<file path="src/rtl/tx_packet_serializer.sv">
// tx_packet_serializer
//   Serialises a 64-bit payload onto an RS-232 style line as a sequence of
//   8N1 bytes. The first byte is HEADER_BYTE. The 8 payload bytes follow,
//   least significant byte first.
//
//   Optional feature macro: TX_CHECKSUM_EN
//     When defined, a 10th byte is appended. It is the XOR of the 8 payload bytes.
//     When undefined, frames are 9 bytes and no checksum logic exists.
//
//   Parameters
//     CLKS_PER_BIT   clk cycles per serial bit (>= 2)
//     HEADER_BYTE    first byte of every frame
//     IDLE_GAP_BITS  mark bit-times inserted between bytes (0 = none)
//
//   Ports
//     clk       in   system clock, posedge
//     rst_n     in   asynchronous active-low reset
//     data_in   in   [63:0] payload, sampled only when tx_start is accepted
//     tx_start  in   one-cycle send request
//     tx_out    out  serial line, idle high, driven from a flop
//     busy      out  high from the cycle after acceptance through the last stop bit
//     done      out  one-cycle pulse when the frame is fully on the line
//
//   Handshake: a request is accepted on any clk edge where tx_start=1 and
//   busy=0. While busy=1, tx_start is ignored and is not queued. busy falls
//   in the same edge that raises done. A request presented in the done cycle
//   is therefore accepted.
module tx_packet_serializer #(
  parameter int          CLKS_PER_BIT  = 44,
  parameter logic [7:0]  HEADER_BYTE   = 8'h02,
  parameter int          IDLE_GAP_BITS = 1
) (
  input  logic        clk,
  input  logic        rst_n,
  input  logic [63:0] data_in,
  input  logic        tx_start,
  output logic        tx_out,
  output logic        busy,
  output logic        done
);

`ifdef TX_CHECKSUM_EN
  localparam int NBYTES = 10;
`else
  localparam int NBYTES = 9;
`endif
  localparam int BUF_W  = NBYTES * 8;
  localparam int BAUD_W = (CLKS_PER_BIT > 2) ? $clog2(CLKS_PER_BIT) : 1;

  localparam logic [2:0] ST_IDLE  = 3'd0;
  localparam logic [2:0] ST_START = 3'd1;
  localparam logic [2:0] ST_DATA  = 3'd2;
  localparam logic [2:0] ST_STOP  = 3'd3;
  localparam logic [2:0] ST_GAP   = 3'd4;

  logic [2:0]        state;
  logic [BAUD_W-1:0] baud_cnt;
  logic [2:0]        bit_cnt;
  logic [15:0]       gap_cnt;
  logic [3:0]        byte_cnt;
  logic [BUF_W-1:0]  shift_reg;
  logic [BUF_W-1:0]  load_word;
  logic              baud_last;
  logic              last_byte;

  assign baud_last = (baud_cnt == BAUD_W'(CLKS_PER_BIT - 1));
  assign last_byte = (byte_cnt == 4'(NBYTES - 1));

`ifdef TX_CHECKSUM_EN
  logic [7:0] csum;
  always_comb begin
    csum = 8'h00;
    for (int k = 0; k < 8; k++) csum = csum ^ data_in[8*k +: 8];
  end
  assign load_word = {csum, data_in, HEADER_BYTE};
`else
  assign load_word = {data_in, HEADER_BYTE};
`endif

  // The shift register drops one bit per data bit. After the 8 data bits of
  // a byte, the next byte is already in the low 8 bits. tx_out is always
  // loaded with the level for the cycle that follows, so the line is a
  // clean flop output.
  always_ff @(posedge clk or negedge rst_n) begin
    if (!rst_n) begin
      state     <= ST_IDLE;
      tx_out    <= 1'b1;
      busy      <= 1'b0;
      done      <= 1'b0;
      baud_cnt  <= '0;
      bit_cnt   <= '0;
      gap_cnt   <= '0;
      byte_cnt  <= '0;
      shift_reg <= '0;
    end else begin
      done <= 1'b0;
      case (state)
        ST_IDLE: begin
          tx_out <= 1'b1;
          if (tx_start) begin
            shift_reg <= load_word;
            state     <= ST_START;
            busy      <= 1'b1;
            tx_out    <= 1'b0;
            baud_cnt  <= '0;
            bit_cnt   <= '0;
            byte_cnt  <= '0;
          end
        end
        ST_START: begin
          if (baud_last) begin
            baud_cnt <= '0;
            bit_cnt  <= '0;
            state    <= ST_DATA;
            tx_out   <= shift_reg[0];
          end else begin
            baud_cnt <= baud_cnt + 1'b1;
          end
        end
        ST_DATA: begin
          if (baud_last) begin
            baud_cnt  <= '0;
            shift_reg <= shift_reg >> 1;
            if (bit_cnt == 3'd7) begin
              state  <= ST_STOP;
              tx_out <= 1'b1;
            end else begin
              bit_cnt <= bit_cnt + 1'b1;
              tx_out  <= shift_reg[1];
            end
          end else begin
            baud_cnt <= baud_cnt + 1'b1;
          end
        end
        ST_STOP: begin
          if (baud_last) begin
            baud_cnt <= '0;
            if (last_byte) begin
              state    <= ST_IDLE;
              busy     <= 1'b0;
              done     <= 1'b1;
              tx_out   <= 1'b1;
              byte_cnt <= '0;
            end else begin
              byte_cnt <= byte_cnt + 1'b1;
              if (IDLE_GAP_BITS == 0) begin
                state  <= ST_START;
                tx_out <= 1'b0;
              end else begin
                state   <= ST_GAP;
                gap_cnt <= '0;
              end
            end
          end else begin
            baud_cnt <= baud_cnt + 1'b1;
          end
        end
        ST_GAP: begin
          if (baud_last) begin
            baud_cnt <= '0;
            if (gap_cnt == 16'(IDLE_GAP_BITS - 1)) begin
              state  <= ST_START;
              tx_out <= 1'b0;
            end else begin
              gap_cnt <= gap_cnt + 1'b1;
            end
          end else begin
            baud_cnt <= baud_cnt + 1'b1;
          end
        end
        default: begin
          state  <= ST_IDLE;
          busy   <= 1'b0;
          tx_out <= 1'b1;
        end
      endcase
    end
  end

endmodule
</file>
<file path="config.mk">
export PLATFORM = sky130hd
export DESIGN_NAME = tx_packet_serializer
export DESIGN_NICKNAME = d
export VERILOG_FILES = /design/src/rtl/tx_packet_serializer.sv
export SDC_FILE = /design/constraint.sdc
export NUM_CORES = 1
export LEC_CHECK = 0
export ABC_AREA = 0
export ABC_CLOCK_PERIOD_IN_PS = 4100
export BUFFER_PORTS_ARGS = -buffer_cell sky130_fd_sc_hd__buf_2
export CAP_MARGIN = 20
export CORE_MARGIN = 2
export CORE_UTILIZATION = 36
export DETAILED_ROUTE_END_ITERATION = 10
export MAX_ROUTING_LAYER = met4
export PLACE_DENSITY_LB_ADDON = 0.12
export SKIP_LAST_GASP = 1
export SLEW_MARGIN = 5
export SYNTH_ARGS = -nofsm -noshare
export SYNTH_HDL_FRONTEND = slang
export SYNTH_SLANG_ARGS = --single-unit
</file>
<file path="constraint.sdc">
create_clock -name clk -period 4.1 [get_ports clk]
set_input_delay 0.41 -clock clk [delete_from_list [all_inputs] [get_ports clk]]
set_output_delay 0.41 -clock clk [all_outputs]
set_load 0.03 [all_outputs]
</file>
==> results.json <==
{
  "rows": 44,
  "vias": 4029,
  "hpwl_mm": 7.374,
  "timing.final.crit_period_ns": 2.589,
  "cts.htree.levels": 3,
  "gr-total-overflow": 0,
  "final_layout_size_suffix_gt1_share_pct": 17.14,
  "post-cts-setup-buffer-count": 0,
  "path_buf_inv": 1,
  "critPathLaunchType": "flop",
  "highest_fanout_seen_on_the_critical_path": 64,
  "cts.sinks": 107,
  "cp-end-kind": "flop",
  "timing.slew.headroom_pct": 28.58,
  "dominantRegCellSynth": "sky130_fd_sc_hd__dfrtp_1",
  "hold_start": "data_in[63]",
  "cts_buffer_depth": 2,
  "gp_routability_congestion": 0.8090,
  "grt_max_degree": 128,
  "worst_path_max_delay_cell": "sky130_fd_sc_hd__buf_4",
  "holdWs_ns": 0.3144,
  "max_stage_delay_ns": 0.82,
  "grt_antenna_before_repair": 0,
  "critical_path_required_ns": 4.39,
  "clock_insertion_delay_at_the_later_pin_of_the_skew_report_ns": 0.35,
  "yosysWarnings": 0,
  "io_pins": 70,
  "cts-root-buf": "sky130_fd_sc_hd__clkbuf_16",
  "final_nets": 672,
  "final_max_slew_viol_count": 0,
  "cts_tree": "done",
  "cts_repair_resize_count": 0,
  "floorplan.initialDensity_pct": 36.70,
  "critical_path_class": "reg2reg",
  "syn_avg_cell_area_sq_um": 9.785,
  "drc": 0,
  "floorplan.die.height_microns": 125.3,
  "via_count_of_the_first_global_routing_pass": 3970,
  "grt_first_pass_wirelength_mm": 19.40,
  "outcome": "finished, final reports clean",
  "placement.io_buffers": 69,
  "finalHoldViolations": 0,
  "clkTransAtPathRegs_ns": 0.07,
  "cell_chain_of_the_critical_path": "nand2b_1 -> nor2_4 -> buf_4 -> nand2_1 -> nor4_1 -> a21o_1",
  "postSynth.asyncResetShare_pct": 100.0,
  "critPathTopFamily": "simple AND/OR/NAND/NOR gates",
  "antenna_left": 0,
  "drt-initial-drc-count": 252,
  "fillers": 1495,
  "peakVddDrop_uv": 209.8,
  "antenna_cells_inserted": 0,
  "design.core.area_sq_um": 14420,
  "hold_path_depth": 2,
  "post_synthesis_instance_area_sq_um": 5294,
  "postSynthRegisterBits": 107,
  "netlist.top_cell.by_area": "sky130_fd_sc_hd__dfrtp_1",
  "cts_made_buffers": 9,
  "synth-edff-count": 0,
  "synthTopCellsByArea": "sky130_fd_sc_hd__dfrtp_1 (50%), sky130_fd_sc_hd__mux2i_1 (12%), sky130_fd_sc_hd__nand2_1 (7.4%)",
  "holdCritPathClass": "in2reg",
  "layout_common_cells": "sky130_fd_sc_hd__dfrtp_1 (106), sky130_fd_sc_hd__nand2_1 (104), sky130_fd_sc_hd__o21ai_0 (73), sky130_fd_sc_hd__buf_2 (68), sky130_fd_sc_hd__mux2i_1 (63)",
  "synth-seq-area-share_pct": 50.60,
  "first_pass_drt_iterations": 5,
  "flow.area_growth_from_synthesis_pct": 14.75,
  "worst_r2r_endpoint": "bit_cnt[0]",
  "worst_slew_pin_slew_ns": 1.071,
  "largest_reg_flops": 72,
  "drt-total-wl_mm": 10.98,
  "crit_arrival_ns": 2.88,
  "timing.final.crit_share_pct": 63.13,
  "layout_commonest_cell": "sky130_fd_sc_hd__dfrtp_1",
  "chipWidth_microns": 125.3,
  "static_power_due_to_leakage_nw": 3.125,
  "worst_hold_path.endpoint": "shift_reg[71]",
  "fin_skew_ns": 0.006298,
  "global_route.usage.total_pct": 15.44,
  "power_per_cell_area_nw_per_um2": 328.0,
  "synth.distinct_cells": 55,
  "r2r_slack_ns": 1.51,
  "syn_nets": 615,
  "grt_setup_unrepaired": "false",
  "ff2ff_path_depth": 6,
  "vias_per_cell": 5.132,
  "max_clock_freq_mhz": 386.3,
  "startpoint_of_the_most_critical_register_to_register_path": "state[1]",
  "synth_top_cell_area_share_pct": 50.11,
  "postCtsHoldBufs": 1,
  "floorplan.die_area_sq_um": 15690,
  "cap_viol_max_count": 0,
  "setup_viol_count_final": 0,
  "netlist_instances": 541,
  "post_drt_wl_per_cell_microns": 13.98,
  "final.setup.tns_ns": 0
}
[where the power goes]
part | internal [W] | switching, W | leakage (nW) | total [W]
clock network | 0.000407 | 0.000383 | 0.124 | 0.000789
logic | 0.0000481 | 0.0000508 | 1.65 | 0.0000989
registers | 0.00109 | 0.0000171 | 1.35 | 0.00110
[worst register-to-register path: stages (launching register included)]
cell	delay, ns
sky130_fd_sc_hd__dfrtp_1	0.64
sky130_fd_sc_hd__nand2b_1	0.25
sky130_fd_sc_hd__nor2_4	0.17
sky130_fd_sc_hd__buf_4	0.82
sky130_fd_sc_hd__nand2_1	0.31
sky130_fd_sc_hd__nor4_1	0.24
sky130_fd_sc_hd__a21o_1	0.11
[worst max-delay path by stage]
| stage | start | end | cells past startpoint |
|---|---|---|---|
| after global routing | state[1] | bit_cnt[0] | 6 |
| final | state[1] | bit_cnt[0] | 6 |
| after global placement | state[1] | bit_cnt[0] | 6 |
| after floorplan | baud_cnt[0] | bit_cnt[1] | 6 |
| after CTS | state[1] | bit_cnt[0] | 6 |
| after detailed placement | state[1] | bit_cnt[0] | 6 |
[cell type report]
cell class	instances	area (sq um)	share of cell area, %
Tap cell	184	230.2	3.790
Multi-Input combinational cell	395	2442	40.21
Sequential cell	107	2679	44.10
Timing Repair Buffer	78	437.9	7.209
Clock inverter	4	30.03	0.4943
Inverter	7	26.28	0.4325
Clock buffer	10	229.0	3.769
[cells by family after synthesis]
group | Yosys count | synth area share (%)
flops | 107 | 50.60
xor+xnor | 1 | 0.1655
mux | 64 | 12.12
simple gates | 182 | 16.43
fa+ha+maj | 7 | 1.654
buf+inv | 39 | 3.545
compound gates | 141 | 15.48
[routing by layer]
layer  global-route usage, %  vias to the layer above  routed length (microns)
met4                   4.248                        0                       97
li1                        -                     2030                        -
met3                   5.306                        6                      584
met5                       -                        -                        0
met1                   19.95                     1922                     5110
met2                   23.24                       71                     5183
[Yosys cell counts, types with 2 or more instances]
master and n:
sky130_fd_sc_hd__and3_1 3, sky130_fd_sc_hd__nand2b_1 6, sky130_fd_sc_hd__and2_1 3, sky130_fd_sc_hd__a41oi_1 2, sky130_fd_sc_hd__inv_1 7, sky130_fd_sc_hd__nand3_2 3, sky130_fd_sc_hd__o21a_1 4, sky130_fd_sc_hd__nor2_1 17
sky130_fd_sc_hd__mux2i_1 63, sky130_fd_sc_hd__nor3_1 3, sky130_fd_sc_hd__buf_2 10, sky130_fd_sc_hd__nor2b_1 3, sky130_fd_sc_hd__o21ai_1 14, sky130_fd_sc_hd__o22ai_1 2, sky130_fd_sc_hd__buf_4 7, sky130_fd_sc_hd__dfrtp_1 106
sky130_fd_sc_hd__a32o_1 3, sky130_fd_sc_hd__nand4_1 4, sky130_fd_sc_hd__clkbuf_1 13, sky130_fd_sc_hd__a22o_1 2, sky130_fd_sc_hd__nand4b_1 2, sky130_fd_sc_hd__a21o_1 6, sky130_fd_sc_hd__nand3b_1 2, sky130_fd_sc_hd__nor4_1 4
sky130_fd_sc_hd__ha_1 7, sky130_fd_sc_hd__o21ai_0 73, sky130_fd_sc_hd__a31oi_1 10, sky130_fd_sc_hd__clkbuf_2 2, sky130_fd_sc_hd__nand3_1 17, sky130_fd_sc_hd__o31ai_1 4, sky130_fd_sc_hd__nand2_1 104, sky130_fd_sc_hd__a21oi_1 12
[through the flow]
step                std cells  total power [W]  setup WS [ns]  utilization (%)  cell area [sq um]
floorplan                 541         0.001159          2.310                -               5294
global placement          769         0.001222          1.544            40.06               5778
detailed placement        769         0.001227          1.513            40.06               5778
CTS                       784         0.002031          1.468            41.92               6047
global route              785         0.002101          1.209            42.11               6075
finish                    785         0.001993          1.512            42.11               6075
(Power assumes the default switching activity.)
